--- config.mk ---
export PLATFORM = sky130hd
export DESIGN_NAME = aes_key_sched
export DESIGN_NICKNAME = d
export VERILOG_FILES = /design/src/rtl/aes_pkg.sv /design/src/rtl/aes_sbox.sv /design/src/rtl/aes_key_sched.sv
export SDC_FILE = /design/constraint.sdc
export NUM_CORES = 2
export LEC_CHECK = 0
export BUFFER_PORTS_ARGS = -buffer_cell sky130_fd_sc_hd__clkbuf_2
export CELL_PAD_IN_SITES_DETAIL_PLACEMENT = 0
export CELL_PAD_IN_SITES_GLOBAL_PLACEMENT = 2
export CORE_AREA = 2 2 399 401
export CTS_CLUSTER_SIZE = 10
export DETAILED_ROUTE_END_ITERATION = 7
export DIE_AREA = 0 0 401 403
export PLACE_DENSITY_LB_ADDON = 0.1
export SLEW_MARGIN = 25
export SYNTH_ARGS = -nofsm -noshare
export SYNTH_HDL_FRONTEND = slang
export SYNTH_SLANG_ARGS = --single-unit
--- constraint.sdc ---
create_clock -name iClk -period 35.5 [get_ports iClk]
set_clock_uncertainty 0.1 [all_clocks]
set_input_delay 0 -clock iClk [delete_from_list [all_inputs] [get_ports iClk]]
set_output_delay 0 -clock iClk [all_outputs]
set_load 0.02 [all_outputs]
--- src/rtl/aes_pkg.sv ---
// Shared AES-128 constants, key-schedule state type and GF(2^8) helpers.
package aes_pkg;

  localparam int AES_KEY_W = 128;
  localparam int AES_NR    = 10;

  localparam logic [7:0] AES_RCON_INIT  = 8'h01;
  localparam logic [7:0] AES_XTIME_POLY = 8'h1B;

  localparam int IDX_W = 4;
  localparam logic [IDX_W-1:0] IDX_INIT   = 4'd0;
  localparam logic [IDX_W-1:0] IDX_FST    = 4'd1;
  localparam logic [IDX_W-1:0] IDX_MID_LO = 4'd2;
  localparam logic [IDX_W-1:0] IDX_MID_HI = 4'd9;
  localparam logic [IDX_W-1:0] IDX_LST    = 4'd10;

  typedef enum logic {
    IDLE = 1'b0,
    BUSY = 1'b1
  } ks_state_e;

  function automatic logic [7:0] xtime(input logic [7:0] a);
    return {a[6:0], 1'b0} ^ (a[7] ? AES_XTIME_POLY : 8'h00);
  endfunction

  // Shift-and-add multiply in GF(2^8) modulo the AES polynomial.
  function automatic logic [7:0] gf_mul(input logic [7:0] a, input logic [7:0] b);
    logic [7:0] acc;
    logic [7:0] p;
    acc = 8'h00;
    p   = a;
    for (int i = 0; i < 8; i++) begin
      if (b[i]) acc = acc ^ p;
      p = xtime(p);
    end
    return acc;
  endfunction

endpackage

--- src/rtl/aes_sbox.sv ---
// AES forward S-box: multiplicative inverse in GF(2^8) followed by the affine map.
module aes_sbox
  import aes_pkg::*;
(
  input  logic [7:0] data,
  output logic [7:0] subst
);

  logic [7:0] inv;
  logic [7:0] pw;

  // x^254 = product of x^(2^i) for i = 1..7; maps 0 to 0 as the S-box requires.
  always_comb begin
    inv = 8'h01;
    pw  = data;
    for (int i = 1; i < 8; i++) begin
      pw  = gf_mul(pw, pw);
      inv = gf_mul(inv, pw);
    end
    subst = inv
          ^ {inv[6:0], inv[7]}
          ^ {inv[5:0], inv[7:6]}
          ^ {inv[4:0], inv[7:5]}
          ^ {inv[3:0], inv[7:4]}
          ^ 8'h63;
  end

endmodule

--- src/rtl/aes_key_sched.sv ---
// On-the-fly AES-128 round-key generator with round-flag sequence checking.
// Optional build macro: AES_KEY_ZEROIZE_EN clears the key and index on leaving BUSY.
module aes_key_sched
  import aes_pkg::*;
(
  input  logic                 iClk,
  input  logic                 iRsn,
  input  logic                 iStAes,
  input  logic [AES_KEY_W-1:0] iKey,
  input  logic                 iInitRoundFlag,
  input  logic                 iFstRoundFlag,
  input  logic                 iMidRoundFlag,
  input  logic                 iLstRoundFlag,
  input  logic                 iAesDone,
  output logic [AES_KEY_W-1:0] oRoundKey,
  output logic [IDX_W-1:0]     oRoundIdx,
  output logic                 oRoundKeyVld,
  output logic                 oSeqErr
);

`ifdef AES_KEY_ZEROIZE_EN
  localparam logic ZEROIZE = 1'b1;
`else
  localparam logic ZEROIZE = 1'b0;
`endif

  ks_state_e            state, state_next;
  logic [AES_KEY_W-1:0] key, key_next;
  logic [IDX_W-1:0]     idx, idx_next;
  logic [7:0]           rcon, rcon_next;
  logic                 seq_err, seq_err_next;

  logic [31:0] w0, w1, w2, w3;
  logic [31:0] rot, sub, tw;
  logic [31:0] n0, n1, n2, n3;

  assign {w0, w1, w2, w3} = key;
  assign rot = {w3[23:0], w3[31:24]};

  for (genvar b = 0; b < 4; b++) begin : g_subword
    aes_sbox u_sbox (
      .data  (rot[8*b +: 8]),
      .subst (sub[8*b +: 8])
    );
  end

  assign tw = sub ^ {rcon, 24'h000000};
  assign n0 = w0 ^ tw;
  assign n1 = w1 ^ n0;
  assign n2 = w2 ^ n1;
  assign n3 = w3 ^ n2;

  logic [4:0] flags;
  logic       any_flag, multi_flag, order_err, advance, leave;

  assign flags      = {iAesDone, iLstRoundFlag, iMidRoundFlag, iFstRoundFlag, iInitRoundFlag};
  assign any_flag   = |flags;
  assign multi_flag = (flags & (flags - 5'd1)) != 5'd0;
  assign advance    = iInitRoundFlag | iFstRoundFlag | iMidRoundFlag;

  // Each flag is legal only at the round index the controller should be on.
  assign order_err = (iInitRoundFlag && idx != IDX_INIT)
                  || (iFstRoundFlag  && idx != IDX_FST)
                  || (iMidRoundFlag  && (idx < IDX_MID_LO || idx > IDX_MID_HI))
                  || (iLstRoundFlag  && idx != IDX_LST)
                  || (iAesDone       && idx != IDX_LST);

  always_ff @(posedge iClk) begin
    if (!iRsn) begin
      state   <= IDLE;
      key     <= '0;
      idx     <= '0;
      rcon    <= AES_RCON_INIT;
      seq_err <= 1'b0;
    end else begin
      state   <= state_next;
      key     <= key_next;
      idx     <= idx_next;
      rcon    <= rcon_next;
      seq_err <= seq_err_next;
    end
  end

  always_comb begin
    state_next   = state;
    key_next     = key;
    idx_next     = idx;
    rcon_next    = rcon;
    seq_err_next = seq_err;
    leave        = 1'b0;
    case (state)
      IDLE: begin
        if (any_flag) begin
          seq_err_next = 1'b1;
        end else if (iStAes) begin
          state_next   = BUSY;
          key_next     = iKey;
          idx_next     = IDX_INIT;
          rcon_next    = AES_RCON_INIT;
          seq_err_next = 1'b0;
        end
      end
      BUSY: begin
        if (multi_flag || order_err) begin
          seq_err_next = 1'b1;
          state_next   = IDLE;
          leave        = 1'b1;
        end else if (iAesDone) begin
          state_next = IDLE;
          leave      = 1'b1;
        end else if (advance) begin
          key_next  = {n0, n1, n2, n3};
          idx_next  = (idx == IDX_LST) ? idx : idx + 4'd1;
          rcon_next = xtime(rcon);
        end
      end
      default: state_next = IDLE;
    endcase
    if (ZEROIZE && leave) begin
      key_next = '0;
      idx_next = '0;
    end
  end

  assign oRoundKey    = key;
  assign oRoundIdx    = idx;
  assign oRoundKeyVld = (state == BUSY);
  assign oSeqErr      = seq_err;

endmodule

==> impl_metrics.csv <==
group,metric,value,unit
run_status,status,"completed",
global_route,track_usage,0.273,
global_route,antenna_found_initial,11,
worst_setup_path,critPathTopFamily,"XOR/XNOR gates",
worst_setup_path,cp.required,35.84,ns
floorplanning,rows,146,
clocking,clock_latency,0.54,ns
detailed_routing,viasPerCell,5.61,
global_route,grt_max_degree,81,
floorplanning,initial_core_util,0.397,
yosys,yosys.area_share.simple,0.208,
worst_setup_path,path_class,"register to register",
worst_setup_path,cp.buffers_inverters,5,
timing,rsz0062_at_grt,"false",
yosys,synth_seq_cells,142,
yosys,synth-edff-count,0,
clocking,numCtsBuffers,17,
worst_setup_path,path_max_fanout,30,
final_layout,fill_cells,16346,
clocking,ctsResizeCount,0,
detailed_routing,drc,0,
yosys,yosys-top-cells-area,"xnor2_1 (24%), xnor3_1 (11%), nor2_1 (7.2%)",
timing,fin_setup_tns,0,ns
yosys,synth_most_common_cell,"xnor2_1",
floorplanning,die-area,162000,um2
clocking,clock_sinks,142,
final_layout,drive_above_1_share,0.108,
detailed_routing,ant_nets,0,
yosys,synth.area.mux_share,0.0415,
global_route,first_global_vias,57657,
yosys,ys_warn_count,0,
timing,hold_viol,0,
timing,period_needed,20.37,ns
placed_design,gp_congestion,0.876,
worst_setup_path,critPathLaunchType,"register",
clocking,cts_max_level,4,
global_route,grt_overflow,0,
yosys,avgSynthCellArea,7.30,um2
worst_setup_path,critPathArrivalTime,20.70,ns
detailed_routing,vias,60338,
detailed_routing,drt-total-wl,229000,um
yosys,syn_area,62500,um2
detailed_routing,wl_per_cell,21.3,um
worst_setup_path,r2r_slack,15.13,ns
yosys,async_flop_share,0,
placed_design,portBuffers,269,
yosys,synth_top_area_cell,"xnor2_1",
floorplanning,core-area,157000,um2
clocking,clockBufferDepth,2,
yosys,synthXorXnorAreaFrac,0.473,
yosys,synth_top_family_by_area,"XOR/XNOR gates",
global_route,grt_first_pass_wirelength,354000,um
worst_setup_path,slowest_stage,"dfxtp_1",
yosys,syn_inst,8554,
floorplanning,io_pins,270,
timing,worstMarginPinSlew,1.10,ns
yosys,syn-num-nets,8713,
clocking,clk_pin_slew,0.09,ns
clocking,tritoncts,"built",
worst_setup_path,max_stage_delay,0.88,ns
yosys,synthTopCellsByCount,"xnor2_1 (1688), nor2_1 (1200), nand2_1 (957)",
final_layout,area_delta_synth_final,9.96,%
min_path,worstHoldPathType,"input port to register",
timing,setup_violations,0,
floorplanning,die_h,403,um
timing,slew_viol_final,0,
timing,fin_crit_sh,0.574,
yosys,synth-seq-area-share,0.0455,
clocking,cts-root-buf,"clkbuf_16",
yosys,synth_top_area_share,0.237,
detailed_routing,drt-initial-drc-count,4750,
timing,fmax,49.1,MHz
yosys,synth_fa_ha_area_frac,0.00509,
yosys,synth_compound_area_frac,0.182,
worst_setup_path,cp-end-kind,"register",
timing,slew_headroom,0.262,
worst_setup_path,crit_top_cell,"xnor2_1",
final_layout,nets,8833,
run,drv_cap,0,
detailed_routing,firstDrtPassIters,6,
yosys,synth_top_flop_cell,"dfxtp_1",
floorplanning,die_x,401,um
yosys,ys_types,112,
placed_design,place_hpwl,170000,um
[sequential cells by signal, summed over array words and instances (netlist names)]
name and count:
oSeqErr 1, oRoundKeyVld 1, rcon 8, oRoundIdx 4
oRoundKey 128
[cell type report]
cell class	instances	area [um2]	share of cell area
clock inverters	15	150	0.00219
clock buffers	17	425	0.00619
diodes	1	2.50	0.0000364
multi-input cells	7723	57500	0.836
flip-flops and latches	142	2850	0.0414
well taps	2072	2590	0.0377
inverters	102	393	0.00572
repair buffers	688	4840	0.0704
[kinds of logic after synthesis]
kind of cell,after synthesis
AND/OR/NAND/NOR,2995
XOR/XNOR,2664
AO/OA/AOI/OAI,1789
buffers and inverters,689
multiplexers,249
flip-flops,142
adder cells (fa/ha/maj),26
[timing repair]
action,4_1_cts,5_1_grt
buffers inserted,0,0
hold buffers,138,0
endpoints found under the setup margin,0,0
endpoints found under the hold margin,133,0
[layer usage]
metal / up-vias / global-route usage / part of all wire
met3: 189 / 0.0303 / 0.051
li1: 29526 / - / -
met5: - / 0 / 0.000057
met2: 1661 / 0.449 / 0.46
met1: 28960 / 0.387 / 0.47
met4: 2 / 0.0467 / 0.015
[per-stage QoR]
step | hold slack [ns] | std cells | cell area (um2) | worst slack [ns] | utilization
detailed placement | 0.219 | 10589 | 66600 | 15.41 | 0.423
finish | 0.0893 | 10760 | 68700 | 15.13 | 0.436
CTS | 0.0406 | 10759 | 68600 | 15.03 | 0.435
global route | 0.0769 | 10760 | 68700 | 13.63 | 0.436
floorplan | 0.101 | 8554 | 62500 | 19.52 | -
global placement | 0.208 | 10589 | 66600 | 15.67 | 0.423
[cell usage in the layout (no fill, tap or decap), types with 69 or more instances in the layout]
cell           count
xnor2_1         1631
nor2_1          1200
nand2_1          957
a21oi_1          548
xor2_1           465
o21ai_0          360
xnor3_1          306
buf_4            281
clkbuf_2         269
nor3_1           215
mux2i_1          197
nand3_1          162
dfxtp_1          141
dlygate4sd3_1    138
xnor2_2          137
o22ai_1          117
o211ai_1          90
inv_1             87
a31oi_1           83
nor2b_1           76
nand2b_1          69
[tightest hold or removal path: stages]
cell and delay, ns:
clkbuf_2 0.28, and3_1 0.22, a21oi_1 0.05, a21oi_2 0.12
[worst paths after layout]
kind	startpoint	end	depth (start not counted)
worst min-delay path	iKey[30]	oRoundKey[30]$_SDFFE_PN0P_	4
worst max-delay path	oRoundKey[23]$_SDFFE_PN0P_	oRoundKey[25]$_SDFFE_PN0P_	58
worst max register to register	oRoundKey[23]$_SDFFE_PN0P_	oRoundKey[25]$_SDFFE_PN0P_	58
worst min register to register	oRoundKey[41]$_SDFFE_PN0P_	oRoundKey[41]$_SDFFE_PN0P_	2
Power is not shown: default switching activity piles up to over one toggle a cycle in this logic, so the estimate is an artifact.
